$ cat src/rtl/uart_pkg.sv
// uart_pkg -- shared definitions for the oversampling UART receiver.
//   DATA_W          : payload bits per frame
//   VOTE_S0..S2     : sample-counter values at which the line is captured for the majority vote
//   DEF_TICK_DIV    : default clk cycles per oversample tick (50 MHz / (9600*16))
//   DEF_OVERSAMPLE  : default oversample ticks per bit period
//   rx_state_t      : receiver FSM states
//   maj3            : 2-of-3 majority
package uart_pkg;

  localparam int DATA_W         = 8;
  localparam int VOTE_S0        = 7;
  localparam int VOTE_S1        = 8;
  localparam int VOTE_S2        = 9;
  localparam int DEF_TICK_DIV   = 326;
  localparam int DEF_OVERSAMPLE = 16;

  typedef enum logic [2:0] {
    IDLE,
    START,
    DATA,
    PARITY,
    STOP
  } rx_state_t;

  function automatic logic maj3(input logic a, input logic b, input logic c);
    return (a & b) | (a & c) | (b & c);
  endfunction

endpackage

$ cat src/rtl/uart_rx_oversample_if.sv
// uart_rx_oversample_if -- receiver-to-control result bundle.
//   RX_DATA    : last good byte (LSB first on the line)
//   RX_STATUS  : one-clk pulse, RX_DATA just updated
//   RX_ERR     : one-clk pulse, framing error
//   RX_PERR    : one-clk pulse, parity mismatch
//   rx_busy    : frame in progress
// master = receiver (drives), slave = consumer (reads).
interface uart_rx_oversample_if;

  logic [uart_pkg::DATA_W-1:0] RX_DATA;
  logic                        RX_STATUS;
  logic                        RX_ERR;
  logic                        RX_PERR;
  logic                        rx_busy;

  modport master (
    output RX_DATA,
    output RX_STATUS,
    output RX_ERR,
    output RX_PERR,
    output rx_busy
  );

  modport slave (
    input RX_DATA,
    input RX_STATUS,
    input RX_ERR,
    input RX_PERR,
    input rx_busy
  );

endinterface

$ cat src/rtl/uart_tick_gen.sv
// uart_tick_gen -- free-running divider producing a one-clk tick enable.
//   clk   in  system clock
//   reset in  synchronous, active-high
//   tick  out high for the single clk where the counter sits at TICK_DIV-1
// Never realigned; shared by receiver and transmitter.
module uart_tick_gen #(
  parameter int TICK_DIV = 326
) (
  input  logic clk,
  input  logic reset,
  output logic tick
);

  localparam int                CW   = (TICK_DIV > 1) ? $clog2(TICK_DIV) : 1;
  localparam logic [CW-1:0]     LAST = CW'(TICK_DIV - 1);

  logic [CW-1:0] cnt_reg;

  always_ff @(posedge clk) begin
    if (reset) begin
      cnt_reg <= '0;
    end else if (cnt_reg == LAST) begin
      cnt_reg <= '0;
    end else begin
      cnt_reg <= cnt_reg + 1'b1;
    end
  end

  assign tick = (cnt_reg == LAST);

endmodule

$ cat src/rtl/uart_rx_oversample.sv
// uart_rx_oversample -- 16x-oversampling UART receiver on the system clock.
//   clk     in   system clock
//   reset   in   synchronous, active-high
//   UART_RX in   raw serial line (asynchronous, idle high)
//   rx_if   master: RX_DATA, RX_STATUS, RX_ERR, RX_PERR, rx_busy
// Build option: define UART_RX_PARITY_EN for start+8+parity+stop frames with a live
// RX_PERR; otherwise frames are 8N1 and RX_PERR is tied low.
// Each bit is the majority of three mid-bit samples; a start bit that votes high is
// treated as a glitch. The FSM returns to IDLE at the middle of the stop bit so the
// next falling edge can be caught without slipping.
module uart_rx_oversample
  import uart_pkg::*;
#(
  parameter int TICK_DIV   = DEF_TICK_DIV,
  parameter int OVERSAMPLE = DEF_OVERSAMPLE,
  parameter int PARITY_ODD = 0
) (
  input  logic                 clk,
  input  logic                 reset,
  input  logic                 UART_RX,
  uart_rx_oversample_if.master rx_if
);

  localparam int             SW     = $clog2(OVERSAMPLE);
  localparam logic [SW-1:0]  S_V0   = SW'(VOTE_S0);
  localparam logic [SW-1:0]  S_V1   = SW'(VOTE_S1);
  localparam logic [SW-1:0]  S_V2   = SW'(VOTE_S2);
  localparam logic [SW-1:0]  S_LAST = SW'(OVERSAMPLE - 1);
  localparam int             IW     = $clog2(DATA_W);
  localparam logic [IW-1:0]  I_LAST = IW'(DATA_W - 1);

  // Elaboration-time parameter sanity.
  if (OVERSAMPLE < 12) begin : g_bad_oversample
    $error("OVERSAMPLE must be >= 12");
  end
  if (PARITY_ODD != 0 && PARITY_ODD != 1) begin : g_bad_parity_odd
    $error("PARITY_ODD must be 0 or 1");
  end

  logic tick;

  uart_tick_gen #(.TICK_DIV(TICK_DIV)) u_tick (
    .clk   (clk),
    .reset (reset),
    .tick  (tick)
  );

  // Two-flop synchronizer; reset to the idle level so no false start follows reset.
  logic rx_meta_reg;
  logic rx_s;

  always_ff @(posedge clk) begin
    if (reset) begin
      rx_meta_reg <= 1'b1;
      rx_s        <= 1'b1;
    end else begin
      rx_meta_reg <= UART_RX;
      rx_s        <= rx_meta_reg;
    end
  end

  rx_state_t         state_reg;
  logic [SW-1:0]     s_reg;
  logic [IW-1:0]     idx_reg;
  logic [DATA_W-1:0] shreg_reg;
  logic [DATA_W-1:0] data_reg;
  logic              v0_reg;
  logic              v1_reg;
  logic              armed_reg;
  logic              busy_reg;
  logic              status_reg;
  logic              err_reg;

  // The third sample is taken live at s=9, so the vote resolves on that tick.
  logic vote;
  assign vote = maj3(v0_reg, v1_reg, rx_s);

`ifdef UART_RX_PARITY_EN
  localparam logic PAR_POL = (PARITY_ODD != 0);
  logic par_bad_reg;
  logic perr_reg;
`endif

  always_ff @(posedge clk) begin
    if (reset) begin
      state_reg   <= IDLE;
      s_reg       <= '0;
      idx_reg     <= '0;
      shreg_reg   <= '0;
      data_reg    <= '0;
      v0_reg      <= 1'b1;
      v1_reg      <= 1'b1;
      armed_reg   <= 1'b0;
      busy_reg    <= 1'b0;
      status_reg  <= 1'b0;
      err_reg     <= 1'b0;
`ifdef UART_RX_PARITY_EN
      par_bad_reg <= 1'b0;
      perr_reg    <= 1'b0;
`endif
    end else begin
      status_reg <= 1'b0;
      err_reg    <= 1'b0;
`ifdef UART_RX_PARITY_EN
      perr_reg   <= 1'b0;
`endif
      if (tick) begin
        s_reg <= (s_reg == S_LAST) ? '0 : s_reg + 1'b1;
        if (s_reg == S_V0) v0_reg <= rx_s;
        if (s_reg == S_V1) v1_reg <= rx_s;

        case (state_reg)
          IDLE: begin
            // Arming needs a high line first, so a held-low break cannot retrigger.
            if (rx_s) armed_reg <= 1'b1;
            if (armed_reg && !rx_s) begin
              state_reg   <= START;
              s_reg       <= '0;
              busy_reg    <= 1'b1;
              armed_reg   <= 1'b0;
`ifdef UART_RX_PARITY_EN
              par_bad_reg <= 1'b0;
`endif
            end
          end

          START: begin
            if (s_reg == S_V2 && vote) begin
              state_reg <= IDLE;
              busy_reg  <= 1'b0;
            end else if (s_reg == S_LAST) begin
              state_reg <= DATA;
              idx_reg   <= '0;
            end
          end

          DATA: begin
            if (s_reg == S_V2) shreg_reg[idx_reg] <= vote;
            if (s_reg == S_LAST) begin
              if (idx_reg == I_LAST) begin
`ifdef UART_RX_PARITY_EN
                state_reg <= PARITY;
`else
                state_reg <= STOP;
`endif
              end else begin
                idx_reg <= idx_reg + 1'b1;
              end
            end
          end

`ifdef UART_RX_PARITY_EN
          PARITY: begin
            if (s_reg == S_V2) par_bad_reg <= (vote != ((^shreg_reg) ^ PAR_POL));
            if (s_reg == S_LAST) state_reg <= STOP;
          end
`endif

          STOP: begin
            if (s_reg == S_V2) begin
              if (vote) begin
                data_reg   <= shreg_reg;
                status_reg <= 1'b1;
              end else begin
                err_reg <= 1'b1;
              end
`ifdef UART_RX_PARITY_EN
              perr_reg  <= par_bad_reg;
`endif
              state_reg <= IDLE;
              busy_reg  <= 1'b0;
            end
          end

          default: begin
            state_reg <= IDLE;
            busy_reg  <= 1'b0;
          end
        endcase
      end
    end
  end

  assign rx_if.RX_DATA   = data_reg;
  assign rx_if.RX_STATUS = status_reg;
  assign rx_if.RX_ERR    = err_reg;
  assign rx_if.rx_busy   = busy_reg;
`ifdef UART_RX_PARITY_EN
  assign rx_if.RX_PERR   = perr_reg;
`else
  assign rx_if.RX_PERR   = 1'b0;
`endif

endmodule
$ cat src/flat_wrapper.sv
// flat-port wrapper written by rule: the top's interface ports become plain ports
module uart_rx_oversample_flat import uart_pkg::*;
#(
  parameter int TICK_DIV   = DEF_TICK_DIV,
  parameter int OVERSAMPLE = DEF_OVERSAMPLE,
  parameter int PARITY_ODD = 0
)
  (clk, reset, UART_RX, rx_if_RX_DATA, rx_if_RX_STATUS, rx_if_RX_ERR, rx_if_RX_PERR, rx_if_rx_busy);
  uart_rx_oversample_if rx_if_i ();
  input  logic clk;
  input  logic reset;
  input  logic UART_RX;
  output wire logic [$bits(rx_if_i.RX_DATA)-1:0] rx_if_RX_DATA;
  output wire logic [$bits(rx_if_i.RX_STATUS)-1:0] rx_if_RX_STATUS;
  output wire logic [$bits(rx_if_i.RX_ERR)-1:0] rx_if_RX_ERR;
  output wire logic [$bits(rx_if_i.RX_PERR)-1:0] rx_if_RX_PERR;
  output wire logic [$bits(rx_if_i.rx_busy)-1:0] rx_if_rx_busy;
  assign rx_if_RX_DATA = rx_if_i.RX_DATA;
  assign rx_if_RX_STATUS = rx_if_i.RX_STATUS;
  assign rx_if_RX_ERR = rx_if_i.RX_ERR;
  assign rx_if_RX_PERR = rx_if_i.RX_PERR;
  assign rx_if_rx_busy = rx_if_i.rx_busy;
  uart_rx_oversample #(.TICK_DIV(TICK_DIV), .OVERSAMPLE(OVERSAMPLE), .PARITY_ODD(PARITY_ODD)) u_core (.clk(clk), .reset(reset), .UART_RX(UART_RX), .rx_if(rx_if_i));
endmodule
$ cat config.mk
export PLATFORM = sky130hd
export DESIGN_NAME = uart_rx_oversample_flat
export DESIGN_NICKNAME = d
export VERILOG_FILES = /design/src/rtl/uart_pkg.sv /design/src/rtl/uart_rx_oversample_if.sv /design/src/rtl/uart_tick_gen.sv /design/src/rtl/uart_rx_oversample.sv /design/src/flat_wrapper.sv
export SDC_FILE = /design/constraint.sdc
export NUM_CORES = 1
export LEC_CHECK = 0
export BUFFER_PORTS_ARGS = -buffer_cell sky130_fd_sc_hd__buf_4
export CAP_MARGIN = 0
export CORE_MARGIN = 2
export CORE_UTILIZATION = 52
export CTS_CLUSTER_DIAMETER = 100
export CTS_CLUSTER_SIZE = 40
export DETAILED_ROUTE_END_ITERATION = 7
export PLACE_DENSITY = 0.68
export SYNTH_ARGS = -nofsm -noshare
export SYNTH_HDL_FRONTEND = slang
export SYNTH_SLANG_ARGS = --single-unit
$ cat constraint.sdc
create_clock -name clk -period 2.3 [get_ports clk]
set_input_delay 0.23 -clock clk [delete_from_list [all_inputs] [get_ports clk]]
set_output_delay 0.23 -clock clk [all_outputs]
set_load 0.02 [all_outputs]
==> impl_metrics.ini, run 1 <==
[sta]
whs_ns = 0.119
drv_slew = 0
fin_crit_sh_pct = 89.7
setup_viol = 0
period_needed_ns = 2.06
tightest_slew_ns = 0.569
finalClockSkew_ns = 0.00818
max_freq_mhz = 485
fin_ws_ns = 0.237
hold_violations = 0
fin_tns_setup_ns = 0
rsz0062_at_grt = false
slew-limit-headroom_pct = 61.8

[final_layout]
largest_reg_flops = 9
areaGrowthSynthToFinish_pct = 10.5
antenna_cells = 0
layout.cells.non_filler = 293
drive_above_1_share_pct = 16.0
final_common_cell = dfxtp_1
final_cell_mix = dfxtp_1 (43), nand3_1 (18), buf_4 (18), a21oi_1 (17), nand2b_1 (16)
final_util_pct = 59.7
final_nets = 252

[logic_synthesis]
synth_top_area_share_pct = 39.9
ys_types = 49
synth_edf_count = 0
yosysWarnings = 0
ys_seq_area_share_pct = 39.9
postSynthAreaPerCell_um2 = 9.19
yosysTopAreaCell = dfxtp_1
synth-async-reset-ratio_pct = 0
synthFlopType = dfxtp_1
syn_nets = 245
synth.area.top_cells = dfxtp_1 (40%), mux2i_1 (5.1%), nand2b_1 (4.6%)
syn_area_mm2 = 0.00216
postSynthCellCount = 235
ys_ff_latch = 43

[clock_network]
cts_inserted_buffers = 5
post_cts_resized = 0
root_buffer = clkbuf_8
cts.clk_slew.worst_paths_ns = 0.08
cts_max_level = 2
cts_tree = yes
post_cts_buffers = 0
hold_buffers = 0
cts.sinks = 43
cts_buffer_depth = 2
clk_latency_ns = 0.30

[placement]
pre_cts_ws_ns = 0.250
placedCellCount = 285
gp_congestion = 0.812
port_buffers = 13
hpwl_mm = 2.81

[setup_path]
path_max_fanout = 10
required_ns = 2.48
start_kind = register
crit_type = reg2reg
endpoint_kind = register
worst-endpoint-arrival_ns = 2.24

[detailed_routing]
ant_nets = 0
wirelength_mm = 4.09
drt-initial-drc-count = 126
drt-vias-per-instance = 5.56
drt-wirelength-per-cell_um = 13.9
firstDrtPassIters = 4
drc = 0
routed-via-count = 1630

[hold_path]
min-delay-path-class = in2reg

[pwr]
leakage_uw = 0.000892
power.density_mw_per_mm2 = 583
peakVddDrop_mv = 0.375

[die]
dieArea_mm2 = 0.00468
io_pins = 15
dieWidth_um = 68.4
core-area_mm2 = 0.00400
die_y_um = 68.4
rows = 23
initial_utilization_pct = 54.0

[global_route]
grt_max_degree = 36
grt_usage_pct = 18.9
antenna_found_initial = 0
grt_pass1_vias = 1417
grt_pass1_wl_mm = 6.69
grt-ovfl-total = 0

[run]
cap_violations = 0

[run_status]
status = completed
==> worst max-delay path, stage by stage (launching register included) <==
cell	delay (ns)
dfxtp_1	0.41
ha_1	0.23
ha_1	0.20
or3b_1	0.39
a2111oi_4	0.47
nand2b_1	0.17
a21oi_1	0.07
==> cell families after synthesis <==
| family | synth area share [%] |
|---|---|
| DFF | 39.9 |
| buffers and inverters | 4.35 |
| other | 0.174 |
| AOI/OAI and AO/OA | 12.7 |
| and+or+nand+nor | 30.1 |
| adders and majority gates | 4.52 |
| muxes | 5.10 |
| xor gates and xnor gates | 3.24 |
==> cells in the mapped netlist, types with 2 or more instances <==
library cell / count
nor2_1: 13
nor3_1: 8
nand3b_1: 3
nand4_1: 6
nand4b_1: 4
nand3_1: 18
a211o_1: 3
inv_1: 3
mux2i_1: 11
o31ai_1: 3
or3b_2: 3
xor2_1: 4
xnor2_1: 4
or3_1: 2
a21oi_1: 17
nor4b_2: 3
nand2b_1: 16
buf_2: 2
clkbuf_1: 13
dfxtp_1: 43
nor4_1: 4
nand2_1: 8
ha_1: 7
o21ai_0: 10
or2_2: 2
nor4_4: 2
==> report_power, final <==
| part | switching, uW | internal (uW) |
|---|---|---|
| Sequential | 13.3 | 753 |
| Combinational | 23.8 | 16.9 |
| Clock | 262 | 323 |
==> layout make-up <==
class	instances	area [um2]
inverter	3	11.3
sequential	43	861
clock inverter	3	43.8
tap	50	62.6
fill	350	1610
timing repair buffer	18	135
clock buffer	5	68.8
multi-input combinational	171	1200
==> final timing paths <==
path / from / to / slack [ns] / cells past startpoint
max: u_core.idx_reg[1]$_SDFFE_PP0P_ / u_core.idx_reg[2]$_SDFFE_PP0P_ / 0.24 / 6
min: UART_RX / u_core.rx_meta_reg$_SDFF_PP1_ / 0.12 / 2
max reg2reg: u_core.idx_reg[1]$_SDFFE_PP0P_ / u_core.idx_reg[2]$_SDFFE_PP0P_ / 0.24 / 6
min reg2reg: u_core.rx_meta_reg$_SDFF_PP1_ / u_core.rx_s$_SDFF_PP1_ / 0.41 / 1
==> layer usage <==
layer / wire [um] / part of all wire (%) / GRT usage (%)
met3: 144 / 3.5 / 4.44
met4: 48 / 1.2 / 5.25
met2: 1740 / 43 / 28.4
met5: 0 / 0 / 0
met1: 2150 / 53 / 26.8
==> stage by stage <==
stage / power (uW) / cell area (um2)
3_3_place_gp: 824 / 2270
3_5_place_dp: 825 / 2270
2_1_floorplan: 818 / 2160
6_report: 1390 / 2390
5_1_grt: 1440 / 2390
4_1_cts: 1410 / 2390
Power figures use the tool's default switching activity.
==> inputs of run 2 (changes only) <==
--- a/config.mk
+++ b/config.mk
@@ -7,12 +7,14 @@
 export LEC_CHECK = 0
 export BUFFER_PORTS_ARGS = -buffer_cell sky130_fd_sc_hd__buf_4
 export CAP_MARGIN = 0
+export CELL_PAD_IN_SITES_DETAIL_PLACEMENT = 0
+export CELL_PAD_IN_SITES_GLOBAL_PLACEMENT = 1
 export CORE_MARGIN = 2
-export CORE_UTILIZATION = 52
+export CORE_UTILIZATION = 46
 export CTS_CLUSTER_DIAMETER = 100
 export CTS_CLUSTER_SIZE = 40
 export DETAILED_ROUTE_END_ITERATION = 7
-export PLACE_DENSITY = 0.68
+export PLACE_DENSITY = 0.76
 export SYNTH_ARGS = -nofsm -noshare
 export SYNTH_HDL_FRONTEND = slang
 export SYNTH_SLANG_ARGS = --single-unit
==> run 2 against run 1 <==
Compared with the run above: fmax down 1.1%; highest routed layer unchanged; global-route usage fell by 0.39 points; count of clock-buffer cells in the layout rose by 1; largest cell class unchanged; critical endpoint is now u_core.idx_reg[1]$_SDFFE_PP0P_; combinational power fell by 1%.
==> impl_metrics.ini, run 2 (synthesis gave the netlist of run 1 again) <==
[run_status]
status = completed

[global_route]
grt_usage_pct = 18.5
grt_pass1_vias = 1617
grt-ovfl-total = 0
antenna_found_initial = 0
grt_pass1_wl_mm = 7.60
grt_max_degree = 36

[die]
rows = 24
dieArea_mm2 = 0.00526
die_y_um = 72.5
core-area_mm2 = 0.00444
io_pins = 15
initial_utilization_pct = 48.6
dieWidth_um = 72.5

[detailed_routing]
ant_nets = 0
routed-via-count = 1687
firstDrtPassIters = 5
drt-vias-per-instance = 5.74
drt-wirelength-per-cell_um = 15.0
drc = 0
wirelength_mm = 4.40
drt-initial-drc-count = 101

[sta]
tightest_slew_ns = 0.555
hold_violations = 0
finalClockSkew_ns = 0.00975
rsz0062_at_grt = false
period_needed_ns = 2.09
setup_viol = 0
fin_tns_setup_ns = 0
fin_crit_sh_pct = 90.7
max_freq_mhz = 479
slew-limit-headroom_pct = 62.7
drv_slew = 0

[setup_path]
path_max_fanout = 11
required_ns = 2.47
reg2reg_from = u_core.idx_reg[0]$_SDFFE_PP0P_
endpoint_kind = register
crit_type = reg2reg
rr_worst_depth = 6
r2r_end = u_core.idx_reg[1]$_SDFFE_PP0P_
start_kind = register
worst-endpoint-arrival_ns = 2.26
ff2ff_setup_slack_ns = 0.21

[placement]
port_buffers = 13
gp_congestion = 0.866
place_area_mm2 = 0.00228
hpwl_mm = 3.18
placedCellCount = 287

[clock_network]
cts_buffer_depth = 2
cts_max_level = 2
cts.sinks = 43
post_cts_resized = 0
cts.clk_slew.worst_paths_ns = 0.07
cts_tree = yes
cts_inserted_buffers = 5
root_buffer = clkbuf_8
clk_latency_ns = 0.30
post_cts_buffers = 0

[hold_path]
min_from = UART_RX
min-delay-path-class = in2reg
min_path_cells = 2
min_to = u_core.rx_meta_reg$_SDFF_PP1_

[pwr]
switchingPower_uw = 278
power_frac_clock_pct = 37.1
switching_share_pct = 21.7
combPwrFrac_pct = 3.1
seqPwrFrac_pct = 59.7
intPower_uw = 1010
power.density_mw_per_mm2 = 543
peakVddDrop_mv = 0.294
leakage_uw = 0.000881

[final_layout]
seq_area_um2 = 861
final_nets = 252
final_cell_mix = dfxtp_1 (43), nand3_1 (18), buf_4 (18), a21oi_1 (17), nand2b_1 (16)
multi_input_area_mm2 = 0.00120
stdcell_area_mm2 = 0.00236
antenna_cells = 0
drive_above_1_share_pct = 15.7
final_common_cell = dfxtp_1
largest_reg_flops = 9
n_fill_cell = 409
layout.cells.non_filler = 294
areaGrowthSynthToFinish_pct = 9.50

[run]
cap_violations = 0
run 2: cell count changes in the layout (fill, tap and decap cells not counted), sizes merged:
cell	delta
clkbuf	+1
clkinv	-1
bufinv	-1
run 2: worst max path at each step:
stage                                          end  cells after the start  slack [ns]                            from
floorplan           u_core.idx_reg[0]$_SDFFE_PP0P_                      6        0.49  u_core.idx_reg[0]$_SDFFE_PP0P_
global placement    u_core.idx_reg[1]$_SDFFE_PP0P_                      6        0.30  u_core.idx_reg[0]$_SDFFE_PP0P_
detailed placement  u_core.idx_reg[1]$_SDFFE_PP0P_                      6        0.17  u_core.idx_reg[0]$_SDFFE_PP0P_
CTS                 u_core.idx_reg[1]$_SDFFE_PP0P_                      6        0.15  u_core.idx_reg[0]$_SDFFE_PP0P_
global route        u_core.idx_reg[0]$_SDFFE_PP0P_                      6        0.02  u_core.idx_reg[0]$_SDFFE_PP0P_
finish              u_core.idx_reg[1]$_SDFFE_PP0P_                      6        0.21  u_core.idx_reg[0]$_SDFFE_PP0P_
run 2: power groups by stage:
stage | combinational, uW | sequential, uW | clock (uW)
floorplan | 41.9 | 776 | 0
global placement | 39.3 | 784 | 0
detailed placement | 40.4 | 784 | 0
CTS | 40.6 | 767 | 496
global route | 46.2 | 769 | 526
finish | 40.3 | 767 | 476
run 2: cell type report:
cell class | count | area share [%]
Clock inverter | 1 | 0.212
Timing Repair Buffer | 18 | 5.71
Tap cell | 52 | 2.75
Sequential cell | 43 | 36.4
Clock buffer | 6 | 3.49
Inverter | 3 | 0.476
Multi-Input combinational cell | 171 | 51.0
run 2: metal layers:
layer | vias up | share of wire [%] | global-route usage, %
met5 | - | 0 | 0
met4 | 0 | 1.8 | 7.20
met3 | 8 | 3.3 | 4.17
met2 | 32 | 49 | 30.2
met1 | 791 | 46 | 23.7
li1 | 856 | - | -
run 2: critical path: stages, from the launching register on:
cell,delay (ns)
dfxtp_1,0.43
ha_1,0.26
ha_1,0.21
or3b_1,0.40
a2111oi_4,0.43
nand2b_1,0.18
a21oi_1,0.07
run 2: timing repair:
action / 4_1_cts / 5_1_grt
endpoints found under the hold margin: 0 / 0
endpoints found under the setup margin: 0 / 3
hold buffers: 0 / 0
run 2: stage by stage:
step | utilization (%) | hold WS (ns) | setup WS (ns) | total power (uW)
finish | 53.2 | 0.115 | 0.214 | 1280
global route | 53.2 | 0.104 | 0.0153 | 1340
CTS | 53.2 | 0.107 | 0.151 | 1300
detailed placement | 51.2 | 0.414 | 0.166 | 825
global placement | 51.2 | 0.397 | 0.301 | 823
floorplan | - | 0.334 | 0.487 | 818
